<file path="src/rtl/vend_pkg.sv">
// vend_pkg: FSM states, coin codes and greedy change helpers shared by vend_controller.
package vend_pkg;

    typedef enum logic [2:0] {
        IDLE   = 3'd0,
        CREDIT = 3'd1,
        VEND   = 3'd2,
        CHANGE = 3'd3
    } state_t;

    localparam logic [1:0] COIN_500  = 2'b00;
    localparam logic [1:0] COIN_1000 = 2'b01;
    localparam logic [1:0] COIN_2000 = 2'b10;
    localparam logic [1:0] COIN_5000 = 2'b11;
    localparam int unsigned MIN_COIN = 500;

    function automatic logic [12:0] coin_value(input logic [1:0] code);
        return code == COIN_5000 ? 13'd5000 :
               code == COIN_2000 ? 13'd2000 :
               code == COIN_1000 ? 13'd1000 : 13'd500;
    endfunction

    // Largest denomination not exceeding amount; callers stop below MIN_COIN.
    function automatic logic [1:0] change_coin(input logic [31:0] amount);
        return amount >= 32'd5000 ? COIN_5000 :
               amount >= 32'd2000 ? COIN_2000 :
               amount >= 32'd1000 ? COIN_1000 : COIN_500;
    endfunction

endpackage

</file>
<file path="src/rtl/vend_stock_bank.sv">
// vend_stock_bank: per-slot stock counters with restock/dispense merge and registered flags.
module vend_stock_bank #(
    parameter int NUM_PRODUCTS = 8,
    parameter int STOCK_W      = 8,
    parameter int INIT_STOCK   = 10,
    parameter int LOW_THRESH   = 5,
    parameter int ID_W         = 3
) (
    input  logic                    clk,
    input  logic                    reset_n,
    input  logic                    restock_valid,
    input  logic [ID_W-1:0]         restock_id,
    input  logic [STOCK_W-1:0]      restock_qty,
    input  logic                    dec_valid,
    input  logic [ID_W-1:0]         dec_id,
    input  logic [ID_W-1:0]         rd_id,
    output logic [STOCK_W-1:0]      rd_stock,
    output logic [NUM_PRODUCTS-1:0] low_stock,
    output logic [NUM_PRODUCTS-1:0] sold_out
);

    localparam int SLOTS = 1 << ID_W;
    localparam logic [STOCK_W:0]   MAX  = {1'b0, {STOCK_W{1'b1}}};
    localparam logic [STOCK_W-1:0] INIT = STOCK_W'(INIT_STOCK);
    localparam logic [STOCK_W-1:0] LOW  = STOCK_W'(LOW_THRESH);

    logic [STOCK_W-1:0]      stock_q [NUM_PRODUCTS];
    logic [STOCK_W-1:0]      stock_d [NUM_PRODUCTS];
    logic [STOCK_W-1:0]      rd_tab  [SLOTS];
    logic [NUM_PRODUCTS-1:0] low_q, low_d, sold_q, sold_d;
    logic [STOCK_W:0]        sum;

    // Restock and dispense on one slot net out before saturation is applied.
    always_comb begin
        sum    = '0;
        low_d  = '0;
        sold_d = '0;
        for (int i = 0; i < NUM_PRODUCTS; i++) begin
            sum = {1'b0, stock_q[i]}
                + ((restock_valid && restock_id == ID_W'(i)) ? {1'b0, restock_qty} : '0)
                - (STOCK_W+1)'(dec_valid && dec_id == ID_W'(i));
            stock_d[i] = sum > MAX ? MAX[STOCK_W-1:0] : sum[STOCK_W-1:0];
            low_d[i]   = stock_d[i] <= LOW;
            sold_d[i]  = stock_d[i] == '0;
        end
    end

    always_comb begin
        for (int i = 0; i < SLOTS; i++) rd_tab[i] = '0;
        for (int i = 0; i < NUM_PRODUCTS; i++) rd_tab[i] = stock_q[i];
    end

    always_ff @(posedge clk or negedge reset_n) begin
        if (!reset_n) begin
            for (int i = 0; i < NUM_PRODUCTS; i++) stock_q[i] <= INIT;
            low_q  <= {NUM_PRODUCTS{INIT <= LOW}};
            sold_q <= {NUM_PRODUCTS{INIT == '0}};
        end else begin
            stock_q <= stock_d;
            low_q   <= low_d;
            sold_q  <= sold_d;
        end
    end

    assign rd_stock  = rd_tab[rd_id];
    assign low_stock = low_q;
    assign sold_out  = sold_q;

endmodule

</file>
<file path="src/rtl/vend_controller.sv">
// vend_controller: coin credit, product selection, dispense handshake and greedy change return.
// Define VEND_BONUS_DISCOUNT_EN to charge 75% on every BONUS_N-th sale.
module vend_controller
    import vend_pkg::*;
#(
    parameter int NUM_PRODUCTS = 8,
    parameter int CREDIT_W     = 16,
    parameter int STOCK_W      = 8,
    parameter int INIT_STOCK   = 10,
    parameter int LOW_THRESH   = 5,
    parameter int BONUS_N      = 10
) (
    input  logic                               clk,
    input  logic                               reset_n,
    input  logic                               coin_valid,
    input  logic [1:0]                         coin,
    output logic                               coin_accept,
    output logic                               coin_reject,
    input  logic                               sel_valid,
    input  logic [$clog2(NUM_PRODUCTS)-1:0]    sel_id,
    input  logic                               cancel,
    input  logic [NUM_PRODUCTS*CREDIT_W-1:0]   price_table,
    input  logic                               restock_valid,
    input  logic [$clog2(NUM_PRODUCTS)-1:0]    restock_id,
    input  logic [STOCK_W-1:0]                 restock_qty,
    output logic                               disp_valid,
    output logic [$clog2(NUM_PRODUCTS)-1:0]    disp_id,
    input  logic                               disp_ready,
    output logic                               chg_valid,
    output logic [1:0]                         chg_coin,
    input  logic                               chg_ready,
    output logic [CREDIT_W-1:0]                credit,
    output logic [STOCK_W-1:0]                 stock_out,
    output logic [NUM_PRODUCTS-1:0]            low_stock,
    output logic [NUM_PRODUCTS-1:0]            sold_out,
    output logic                               err_funds,
    output logic                               err_empty,
    output logic [2:0]                         state
);

    localparam int ID_W   = $clog2(NUM_PRODUCTS);
    localparam int SLOTS  = 1 << ID_W;
    localparam int SALE_W = $clog2(BONUS_N) + 1;
    // Padding to a power of two lets out-of-range ids read as empty slots.
    localparam logic [SLOTS-1:0] SLOT_VALID = SLOTS'({NUM_PRODUCTS{1'b1}});

    state_t                  state_q, state_d;
    logic [CREDIT_W-1:0]     credit_q, credit_d;
    logic [ID_W-1:0]         id_q, id_d;
    logic [SALE_W-1:0]       sale_q, sale_d;
    logic                    coin_accept_q, coin_accept_d, coin_reject_q, coin_reject_d;
    logic                    err_funds_q, err_funds_d, err_empty_q, err_empty_d;
    logic                    dec_valid, coin_ok;
    logic [CREDIT_W:0]       coin_sum;
    logic [CREDIT_W-1:0]     price, charge;
    logic [SLOTS*CREDIT_W-1:0] price_ext;
    logic [SLOTS-1:0]        sold_ext;

    assign price_ext = (SLOTS*CREDIT_W)'(price_table);
    assign sold_ext  = SLOTS'(sold_out);
    assign price     = price_ext[CREDIT_W*32'(sel_id) +: CREDIT_W];
    assign coin_sum  = {1'b0, credit_q} + (CREDIT_W+1)'(coin_value(coin));

`ifdef VEND_BONUS_DISCOUNT_EN
    assign charge = sale_q == SALE_W'(BONUS_N - 1) ? price - (price >> 2) : price;
`else
    assign charge = price;
`endif

    always_comb begin
        state_d       = state_q;
        credit_d      = credit_q;
        id_d          = id_q;
        sale_d        = sale_q;
        err_funds_d   = 1'b0;
        err_empty_d   = 1'b0;
        dec_valid     = 1'b0;
        disp_valid    = 1'b0;
        chg_valid     = 1'b0;
        chg_coin      = change_coin(32'(credit_q));
        coin_ok       = (state_q == IDLE || state_q == CREDIT) && !coin_sum[CREDIT_W];
        coin_accept_d = coin_valid && coin_ok;
        coin_reject_d = coin_valid && !coin_ok;
        if (coin_accept_d) credit_d = coin_sum[CREDIT_W-1:0];
        case (state_q)
            IDLE: state_d = coin_accept_d ? CREDIT : IDLE;
            CREDIT: begin
                if (cancel) begin
                    state_d = CHANGE;
                end else if (sel_valid) begin
                    if (!SLOT_VALID[sel_id] || sold_ext[sel_id]) begin
                        err_empty_d = 1'b1;
                    end else if (credit_q < charge) begin
                        err_funds_d = 1'b1;
                    end else begin
                        id_d     = sel_id;
                        credit_d = credit_d - charge;
                        state_d  = VEND;
                    end
                end
            end
            VEND: begin
                disp_valid = 1'b1;
                if (disp_ready) begin
                    dec_valid = 1'b1;
                    sale_d    = sale_q == SALE_W'(BONUS_N - 1) ? '0 : sale_q + SALE_W'(1);
                    state_d   = credit_q != '0 ? CHANGE : IDLE;
                end
            end
            CHANGE: begin
                if (credit_q < CREDIT_W'(MIN_COIN)) begin
                    credit_d = '0;
                    state_d  = IDLE;
                end else begin
                    chg_valid = 1'b1;
                    if (chg_ready) credit_d = credit_q - CREDIT_W'(coin_value(chg_coin));
                end
            end
            default: state_d = IDLE;
        endcase
    end

    always_ff @(posedge clk or negedge reset_n) begin
        if (!reset_n) begin
            state_q       <= IDLE;
            credit_q      <= '0;
            id_q          <= '0;
            sale_q        <= '0;
            coin_accept_q <= 1'b0;
            coin_reject_q <= 1'b0;
            err_funds_q   <= 1'b0;
            err_empty_q   <= 1'b0;
        end else begin
            state_q       <= state_d;
            credit_q      <= credit_d;
            id_q          <= id_d;
            sale_q        <= sale_d;
            coin_accept_q <= coin_accept_d;
            coin_reject_q <= coin_reject_d;
            err_funds_q   <= err_funds_d;
            err_empty_q   <= err_empty_d;
        end
    end

    vend_stock_bank #(
        .NUM_PRODUCTS(NUM_PRODUCTS),
        .STOCK_W     (STOCK_W),
        .INIT_STOCK  (INIT_STOCK),
        .LOW_THRESH  (LOW_THRESH),
        .ID_W        (ID_W)
    ) u_stock (
        .clk          (clk),
        .reset_n      (reset_n),
        .restock_valid(restock_valid),
        .restock_id   (restock_id),
        .restock_qty  (restock_qty),
        .dec_valid    (dec_valid),
        .dec_id       (id_q),
        .rd_id        (sel_id),
        .rd_stock     (stock_out),
        .low_stock    (low_stock),
        .sold_out     (sold_out)
    );

    assign coin_accept = coin_accept_q;
    assign coin_reject = coin_reject_q;
    assign err_funds   = err_funds_q;
    assign err_empty   = err_empty_q;
    assign disp_id     = id_q;
    assign credit      = credit_q;
    assign state       = state_q;

endmodule
</file>
<file path="config.mk">
export PLATFORM = sky130hd
export DESIGN_NAME = vend_controller
export DESIGN_NICKNAME = d
export VERILOG_FILES = /design/src/rtl/vend_pkg.sv /design/src/rtl/vend_stock_bank.sv /design/src/rtl/vend_controller.sv
export SDC_FILE = /design/constraint.sdc
export NUM_CORES = 1
export LEC_CHECK = 0
export BUFFER_PORTS_ARGS = -buffer_cell sky130_fd_sc_hd__buf_4
export CORE_ASPECT_RATIO = 0.75
export CORE_MARGIN = 2
export CORE_UTILIZATION = 58
export DETAILED_ROUTE_END_ITERATION = 10
export PLACE_DENSITY_LB_ADDON = 0.2
export SYNTH_ARGS = -nofsm -noshare
export SYNTH_HDL_FRONTEND = slang
export SYNTH_SLANG_ARGS = --single-unit
</file>
<file path="constraint.sdc">
create_clock -name clk -period 5.1 [get_ports clk]
set_clock_uncertainty 0.05 [all_clocks]
set_input_delay 0.255 -clock clk [delete_from_list [all_inputs] [get_ports clk]]
set_output_delay 0.255 -clock clk [all_outputs]
set_load 0.05 [all_outputs]
</file>
==> results of run 1 <==
-- flip-flops by register name, summed over array words and instances, names as in the netlist --
signal / count
credit: 16
u_stock.low_stock: 8
err_funds: 1
coin_accept: 1
err_empty: 1
coin_reject: 1
disp_id: 3
state: 2
u_stock.sold_out: 8
u_stock.rd_tab: 64
-- cells by family (layout without fill, tap and decap cells) --
group,after synthesis,in the layout
AOI/OAI and AO/OA,254,254
xor gates and xnor gates,79,79
adders and majority gates,183,183
buffers and inverters,275,482
DFF,105,105
muxes,82,82
other,1,1
and+or+nand+nor,336,336
-- metal layers --
metal  routed length (um)  vias to the layer above
li1                     -                     4925
met1                15500                     4920
met2                14900                      456
met3                 3560                       43
met4                  448                        0
met5                    0                        -
-- repair_timing --
| action | in CTS | in global routing |
|---|---|---|
| gates resized for setup | 0 | 2 |
| hold buffers | 1 | 0 |
| hold endpoints to repair | 46 | 0 |
| setup endpoints to repair | 0 | 3 |
-- final cells by class --
| type | count | area (sq um) | share of cell area |
|---|---|---|---|
| flip-flops and latches | 105 | 2650 | 0.193 |
| clock inverters | 6 | 72.6 | 0.00530 |
| clock buffers | 10 | 239 | 0.0174 |
| well taps | 253 | 317 | 0.0231 |
| inverters | 242 | 908 | 0.0663 |
| multi-input cells | 935 | 7830 | 0.572 |
| repair buffers | 224 | 1680 | 0.123 |
-- through the flow --
stage	util	cells	hold WS, ns	setup slack, ns
after floorplan	-	1315	-0.0906	0.171
after global placement	0.688	1758	0.316	0.428
after detailed placement	0.688	1758	0.310	0.236
after CTS	0.704	1775	0.0603	0.255
after global routing	0.705	1775	0.0700	0.136
final	0.705	1775	0.0623	0.311
-- cells in the final DEF, fill, tap and decap left out, types with 12 or more instances in the layout --
cell type / instances
inv_1: 242
buf_4: 223
ha_1: 172
nand2_1: 149
dfrtp_1: 89
a21oi_1: 65
o21ai_0: 57
nor2_1: 56
mux4_2: 50
xnor2_1: 49
xor2_1: 30
a21o_1: 29
nand2b_1: 22
nor3_1: 17
nor2b_1: 16
mux2i_1: 16
dfstp_2: 16
o21a_1: 15
mux2_2: 15
and2_1: 14
or2_2: 12
-- worst max-delay path: stages (launching register included) --
cell,delay [ns]
dfrtp_1,0.53
nor4_1,0.73
o21ai_0,0.17
a2111oi_0,0.74
and2_1,0.31
nor2_1,0.10
inv_1,0.11
ha_1,0.23
nor2b_1,0.14
o31a_1,0.32
o2111ai_1,0.33
a31oi_1,0.15
o31ai_1,0.33
nand3_1,0.12
o21ai_0,0.20
o211ai_1,0.11
-- how the worst max path moves through the flow --
| stage | start | cells after the start | slack (ns) | to |
|---|---|---|---|---|
| after global placement | coin[0] | 21 | 0.43 | credit[14] |
| after detailed placement | coin[0] | 21 | 0.24 | credit[14] |
| after floorplan | credit[7] | 15 | 0.17 | credit[14] |
| after global routing | credit[2] | 17 | 0.14 | credit[14] |
| after CTS | credit[2] | 17 | 0.26 | credit[14] |
| final | credit[3] | 15 | 0.31 | credit[15] |
-- power groups by stage --
stage / sequential [mW] / clock [mW] / combinational, mW
after floorplan: 1.66 / 0 / 4.49
after global placement: 1.53 / 0 / 6.09
after detailed placement: 1.54 / 0 / 6.23
after CTS: 1.53 / 0.760 / 6.29
after global routing: 1.57 / 0.799 / 7.09
final: 1.55 / 0.756 / 6.41
==> results.toml, run 1 <==
[outcome]
status = "complete, no violations"

[synthesis]
synth-simple-area-share = 0.140
syn_area_sq_mm = 0.0115
ys.flop_type = "dfrtp_1"
synth_edf_count = 0
synth_mux_area_frac = 0.128
synthTopCellsByArea = "dfrtp_1 19%, ha_1 19%, mux4_2 9.8%"
async_reset_ff_frac = 1.00
synth-compound-area-share = 0.145
synth_largest_area_cell = "dfrtp_1"
ys_ff_latch = 105
synthCells = 1315
ys_warn_count = 0
synth_top_area_frac = 0.193
synth_area_per_cell_sq_um = 8.75
synth_fa_ha_area_frac = 0.206
synth_top_family_by_area = "adder cells"
synth_common_cells = "242 x inv_1, 172 x ha_1, 149 x nand2_1"
ys_types = 68
yosys.area_share.xor_xnor = 0.0601
syn_nets = 1650
synth_most_common_cell = "inv_1"
seq_area_frac_synth = 0.230

[global_route]
use_met3 = 0.108
grt_overflow = 0
antenna_found_initial = 0
grt_use_met1 = 0.467
grt.total_usage = 0.329
top_usage_layer = "met2"
met2_usage = 0.501
grt_pass1_vias = 10100
grt_max_degree = 56
grt_pass1_wl_um = 54200

[sta]
slew_violations = 0
rsz0062_at_grt = "no"
worst_slew_pin_slew_ns = 0.965
max_slew_margin = 0.351
min_period_over_period = 0.939
finalHoldViolCount = 0
max_freq_mhz = 209
setup_viol_count_final = 0
fin_crit_ns = 4.79
fin_setup_tns_ns = 0

[min_path]
hold_start = "coin_valid"
min_path_cells = 2
min_to = "coin_reject"
holdCritPathClass = "primary input to flop"

[drt]
wl_um = 34400
via_per_inst = 5.83
wl_per_cell_um = 19.4
drtIter0Drc = 889
postRouteAntennaNets = 0
drt_pass1_iterations = 5
drc = 0
num_vias = 10300

[clocking]
cts_root_buf = "clkbuf_16"
clock_sinks = 105
cts_buffers = 9
worstSkewPairLatency_ns = 0.36
cts_setup_buffers = 0
cts_tree = "done"
htree_levels = 3
clk_pin_slew_ns = 0.08
cts_max_path_buffers = 2

[layout]
antennaDiodeCount = 0
nets = 1852
areaGrowthSynthToFinish_pct = 19.0
fill_cells = 1552
drive_gt1_frac = 0.225
final_cell_area_sq_mm = 0.0137

[placed_design]
hpwl_um = 28000
port-buffer-count = 204
post_dp_cell_area_sq_mm = 0.0134
place.gp.congestion = 1.02

[critical_path]
worstPathMaxFanout = 10
r2r_end = "credit[15]"
crit_type = "flop to flop"
reg2reg_depth = 15
worst_setup_path_end_kind = "flop"
cp-start-kind = "flop"
critPathArrivalTime_ns = 4.97
rrSetupSlack_ns = 0.31
r2r-start = "credit[3]"
cp.required_ns = 5.28

[power_and_ir_drop]
p_int_mw = 4.24
p_clk_frac = 0.087
seqPwrFrac = 0.178
p_sw_mw = 4.47
p_leak_nw = 7.07
vdd_drop_max_mv = 0.372
power_density_mw_per_mm2 = 635
fin_total_pwr_mw = 8.71
swShare = 0.513
pwr-share-comb = 0.736

[run]
maxCapViolCount = 0

[die]
dieArea_sq_mm = 0.0210
initial_core_util = 0.592
ios = 206
fp-row-count = 44
fp.dieH_um = 126
die_x_um = 167
coreArea_sq_mm = 0.0194
Note: power is estimated with default switching activity, not from simulation.
==> run 2, diff against run 1 <==
--- a/config.mk
+++ b/config.mk
@@ -8,9 +8,10 @@
 export BUFFER_PORTS_ARGS = -buffer_cell sky130_fd_sc_hd__buf_4
 export CORE_ASPECT_RATIO = 0.75
 export CORE_MARGIN = 2
-export CORE_UTILIZATION = 58
+export CORE_UTILIZATION = 53
 export DETAILED_ROUTE_END_ITERATION = 10
 export PLACE_DENSITY_LB_ADDON = 0.2
+export REMOVE_ABC_BUFFERS = 1
 export SYNTH_ARGS = -nofsm -noshare
 export SYNTH_HDL_FRONTEND = slang
 export SYNTH_SLANG_ARGS = --single-unit
==> constraint.sdc (replaced) <==
create_clock -name clk -period 4.3 [get_ports clk]
set_clock_uncertainty 0.05 [all_clocks]
set_input_delay 0.215 -clock clk [delete_from_list [all_inputs] [get_ports clk]]
set_output_delay 0.215 -clock clk [all_outputs]
set_load 0.05 [all_outputs]
==> run 2 against run 1 <==
  * Critical path depth is 2 higher
  * First-iteration DRC count is 25% higher
  * Register-to-register slack worse by 0.20 ns
  * Wire length is 3.5% higher
  * Combinational power is 27% higher
  * Clock power is 13% higher
  * Critical endpoint is now credit[13]
==> results.toml, run 2 (synthesis results as in run 1) <==
[critical_path]
critPathArrivalTime_ns = 4.39
crit_chain = "ha_1, inv_1, fa_2, nor2b_1, o31ai_2, a31oi_2, a31oi_4, buf_4, mux2_2, ha_1, or3_4, o2111ai_2, buf_4, nand2_1, a21o_1, a211o_1, a32o_1"
worst_setup_path_end_kind = "flop"
reg2reg_depth = 17
crit_cells = 17
cp-start-kind = "flop"
critPathSlowestCell = "dfrtp_1"
worstPathMaxFanout = 7
crit_type = "flop to flop"
slowest_delay_ns = 0.38
cp_num_buf_inv = 3
cp.required_ns = 4.50
crit_family = "compound AO/OA/AOI/OAI gates"

[power_and_ir_drop]
power_density_mw_per_mm2 = 756
vdd_drop_max_mv = 0.478
p_leak_nw = 7.30

[drt]
wl_met3_um = 3890
drtIter0Drc = 1110
wl_met1_um = 16000
num_vias = 10500
wl_met2_um = 15200
via_per_inst = 5.69
wl_per_cell_um = 19.2
postRouteAntennaNets = 0
drt_pass1_iterations = 5
drc = 0
wl_um = 35600
dr.max_layer_used = "met5"

[global_route]
grt_max_degree = 40
grt_pass1_wl_um = 56000
antenna_found_initial = 1
grt.total_usage = 0.313
grt_overflow = 0
grt_pass1_vias = 10500

[placed_design]
post_dp_cell_area_sq_mm = 0.0137
post-place-ws_ns = -0.0531
port-buffer-count = 204
hpwl_um = 29300
place.gp.congestion = 0.952

[run]
maxCapViolCount = 0

[layout]
areaGrowthSynthToFinish_pct = 23.5
multiInputGateArea_sq_mm = 0.00797
final_common_cell = "buf_4"
nets = 1895
largest_reg_flops = 64
drive_gt1_frac = 0.261
antennaDiodeCount = 0
final_cell_area_sq_mm = 0.0142
fill_cells = 1802
seq_area_sq_mm = 0.00265
final_cell_mix = "263 x buf_4, 242 x inv_1, 171 x ha_1"

[min_path]
holdCritPathClass = "primary input to flop"
min_path_cells = 2

[clocking]
clk_pin_slew_ns = 0.08
clock_sinks = 105
cts_root_buf = "clkbuf_16"
worstSkewPairLatency_ns = 0.37
cts_tree = "done"
cts_max_path_buffers = 2
cts_buffers = 9
htree_levels = 3

[die]
ios = 206
die_x_um = 174
initial_core_util = 0.542
fp-row-count = 46
dieArea_sq_mm = 0.0229
coreArea_sq_mm = 0.0212
fp.dieH_um = 132

[outcome]
status = "complete, no violations"

[sta]
fin_crit_ns = 4.19
rsz0062_at_grt = "yes"
finalHoldViolCount = 0
setup_ws_ns = 0.109
fin_setup_tns_ns = 0
worst_slew_pin_slew_ns = 0.868
slew_violations = 0
setup_viol_count_final = 0
min_period_over_period = 0.975
max_slew_margin = 0.417
max_freq_mhz = 239
[run 2: cell types whose count changed in the layout (fill, tap and decap cells not counted), moves of 3 or more]
cell,delta
buf_4,+40
a21oi_1,-5
a21oi_2,+5
a2111oi_0,-3
a2111oi_1,+3
o21ai_0,-3
o21ai_1,+3
xnor2_1,-3
xnor2_2,+3
[run 2: metrics by stage]
step	util	instances	total power [mW]	hold slack, ns
2_1_floorplan	-	1282	7.25	-0.131
3_3_place_gp	0.646	1833	9.31	0.183
3_5_place_dp	0.646	1833	9.49	0.187
4_1_cts	0.661	1850	10.4	0.0196
5_1_grt	0.669	1853	11.7	0.0314
6_report	0.669	1853	10.7	0.0243
[run 2: power by group]
group	internal (mW)	total, mW	leakage (nW)	switching (mW)
logic	3.42	8.15	5.97	4.73
registers	1.41	1.74	1.18	0.330
clock network	0.422	0.853	0.146	0.431
total	5.25	10.7	7.30	5.50
[run 2: timing repair]
action,CTS,global route
resized for setup,0,35
hold buffers,1,0
setup buffers,0,3
hold endpoints to repair,35,0
setup endpoints to repair,0,16
[run 2: cell type report]
cell class / instances / share of cell area
multi-input cells: 935 / 0.561
clock inverters: 6 / 0.00422
flip-flops and latches: 105 / 0.186
clock buffers: 10 / 0.0168
inverters: 242 / 0.0639
repair buffers: 267 / 0.143
well taps: 288 / 0.0253
[run 2: final timing paths]
path | slack [ns] | endpoint | startpoint
setup reg to reg | 0.11 | credit[13] | credit[2]
hold reg to reg | 0.53 | disp_id[2] | disp_id[2]
hold / removal | 0.02 | coin_reject | coin_valid
min in group asynchronous | 0.31 | u_stock.rd_tab[14] | reset_n
max in group asynchronous | 2.93 | u_stock.rd_tab[43] | reset_n
setup / recovery | 0.11 | credit[13] | credit[2]
[run 2: routing by layer]
metal	global-route usage	vias up
met5	0	-
met4	0.0546	2
met3	0.0914	46
met1	0.448	5001
li1	-	5011
met2	0.475	483
==> run 3, diff against run 2 <==
--- a/config.mk
+++ b/config.mk
@@ -6,9 +6,10 @@
 export NUM_CORES = 1
 export LEC_CHECK = 0
 export BUFFER_PORTS_ARGS = -buffer_cell sky130_fd_sc_hd__buf_4
+export CAP_MARGIN = 20
 export CORE_ASPECT_RATIO = 0.75
 export CORE_MARGIN = 2
-export CORE_UTILIZATION = 53
+export CORE_UTILIZATION = 47
 export DETAILED_ROUTE_END_ITERATION = 10
 export PLACE_DENSITY_LB_ADDON = 0.2
 export REMOVE_ABC_BUFFERS = 1
==> run 3 against run 2 <==
  * Via count up 0.29%
  * Hold slack better by 0.066 ns
  * Maximum frequency increased by 1.7%
  * Wire length rose by 0.72%
  * Power is 1.0% higher
  * Final cell count rose by 3.2%
  * Utilization down 7.3 points
  * Combinational power up 2%
  * Sequential share of layout area is 0.16 points lower
  * Sequential power about the same
  * Critical path type unchanged
  * Critical endpoint unchanged
==> results.toml, run 3 (synthesis results as in run 1) <==
[drt]
wl_um = 35900
drtIter0Drc = 952
drc = 0
wl_per_cell_um = 18.8
drt_pass1_iterations = 5
num_vias = 10600
postRouteAntennaNets = 0
via_per_inst = 5.53

[power_and_ir_drop]
swShare = 0.507
vdd_drop_max_mv = 0.431
power_density_mw_per_mm2 = 757
seqPwrFrac = 0.160
p_sw_mw = 5.50
p_leak_nw = 7.35
p_int_mw = 5.35
p_clk_frac = 0.077
pwr-share-comb = 0.764

[critical_path]
reg2reg_depth = 18
cp-start-kind = "flop"
crit_type = "flop to flop"
rrSetupSlack_ns = 0.18
r2r_end = "credit[13]"
worst_setup_path_end_kind = "flop"
critPathArrivalTime_ns = 4.34
r2r-start = "credit[2]"
worstPathMaxFanout = 8
cp.required_ns = 4.52

[clocking]
clk_pin_slew_ns = 0.08
clock_sinks = 105
cts_tree = "done"
htree_levels = 3
worstSkewPairLatency_ns = 0.37
cts_max_path_buffers = 2
cts_buffers = 9
cts_root_buf = "clkbuf_16"

[global_route]
grt_pass1_vias = 10300
grt_max_degree = 48
grt_overflow = 0
grt_pass1_wl_um = 55400
grt.total_usage = 0.280
antenna_found_initial = 0

[layout]
antennaDiodeCount = 0
nets = 1911
areaGrowthSynthToFinish_pct = 24.5
drive_gt1_frac = 0.262
fill_cells = 2178
largest_reg_flops = 64
final_cell_mix = "279 x buf_4, 242 x inv_1, 172 x ha_1"
final_common_cell = "buf_4"

[sta]
setup_ws_ns = 0.180
fin_crit_ns = 4.12
max_slew_margin = 0.428
setup_viol_count_final = 0
rsz0062_at_grt = "yes"
max_freq_mhz = 243
slew_violations = 0
worst_slew_pin_slew_ns = 0.851
finalHoldViolCount = 0
min_period_over_period = 0.958
hold_ws_ns = 0.0906

[min_path]
min_path_cells = 3
min_to = "err_empty"
holdCritPathClass = "primary input to flop"
hold_start = "sel_valid"

[die]
initial_core_util = 0.479
fp.dieH_um = 140
ios = 206
die_x_um = 185
coreArea_sq_mm = 0.0240
fp-row-count = 49
dieArea_sq_mm = 0.0258

[outcome]
status = "complete, no violations"

[run]
maxCapViolCount = 0

[placed_design]
hpwl_um = 29400
post-place-ws_ns = -0.0198
port-buffer-count = 204
place.gp.congestion = 0.953
-- run 3: cell types whose count changed in the layout (fill, tap and decap cells not counted), moves of 3 or more --
cell,change
a21oi_2,-4
buf_4,+16
a21oi_1,+4
a2111oi_1,-3
a2111oi_2,+3
-- run 3: worst max path at each step --
| stage | start | to | slack [ns] | depth (start not counted) |
|---|---|---|---|---|
| floorplan | credit[7] | credit[14] | -0.54 | 14 |
| global placement | coin[1] | credit[12] | 0.08 | 21 |
| detailed placement | coin[1] | credit[12] | -0.02 | 21 |
| CTS | credit[2] | credit[13] | 0.03 | 17 |
| global route | credit[2] | credit[9] | -0.12 | 21 |
| finish | credit[2] | credit[13] | 0.18 | 18 |
-- run 3: repair_timing --
action,4_1_cts,5_1_grt
buffers inserted,0,4
hold buffers,2,0
setup endpoints to repair,0,16
gates resized for setup,0,28
hold endpoints to repair,41,0
-- run 3: power by group through the flow --
| stage | clock (mW) | sequential (mW) | combinational [mW] |
|---|---|---|---|
| 2_1_floorplan | 0 | 2.02 | 5.23 |
| 3_3_place_gp | 0 | 1.73 | 7.83 |
| 3_5_place_dp | 0 | 1.73 | 7.96 |
| 4_1_cts | 0.850 | 1.72 | 8.03 |
| 5_1_grt | 0.885 | 1.77 | 9.15 |
| 6_report | 0.831 | 1.73 | 8.29 |
-- run 3: layout make-up --
type,count,area (sq um),area share
sequential,105,2650,0.185
clock buffer,12,256,0.0179
timing repair buffer,283,2150,0.150
multi-input combinational,935,7930,0.553
inverter,242,908,0.0634
tap,331,414,0.0289
clock inverter,4,28.8,0.00201
-- run 3: through the flow --
step | instances | area, sq um | utilization | setup TNS (ns) | power, mW
after global routing | 1912 | 14300 | 0.596 | -0.306 | 11.8
after global placement | 1890 | 13900 | 0.578 | 0 | 9.56
after floorplan | 1282 | 11400 | - | -6.12 | 7.25
after detailed placement | 1890 | 13900 | 0.578 | -0.0198 | 9.70
final | 1912 | 14300 | 0.596 | 0 | 10.9
after CTS | 1908 | 14200 | 0.590 | 0 | 10.6
-- run 3: worst max-delay path, stage by stage (launching register included) --
cell	delay (ns)
dfrtp_1	0.40
ha_1	0.22
inv_1	0.07
fa_1	0.22
nor2b_2	0.07
o31ai_4	0.29
a31oi_4	0.15
a31oi_4	0.29
buf_6	0.17
nor2b_1	0.16
xor2_1	0.24
ha_1	0.31
nand2_1	0.12
o21ai_0	0.16
a21oi_1	0.23
nand2_1	0.13
a21o_1	0.19
a211o_1	0.28
a32o_1	0.26
-- run 3: routing by layer --
layer,GRT usage,share of wire
met4,0.0505,0.011
met2,0.416,0.43
met1,0.428,0.48
met5,0,0
met3,0.0529,0.088
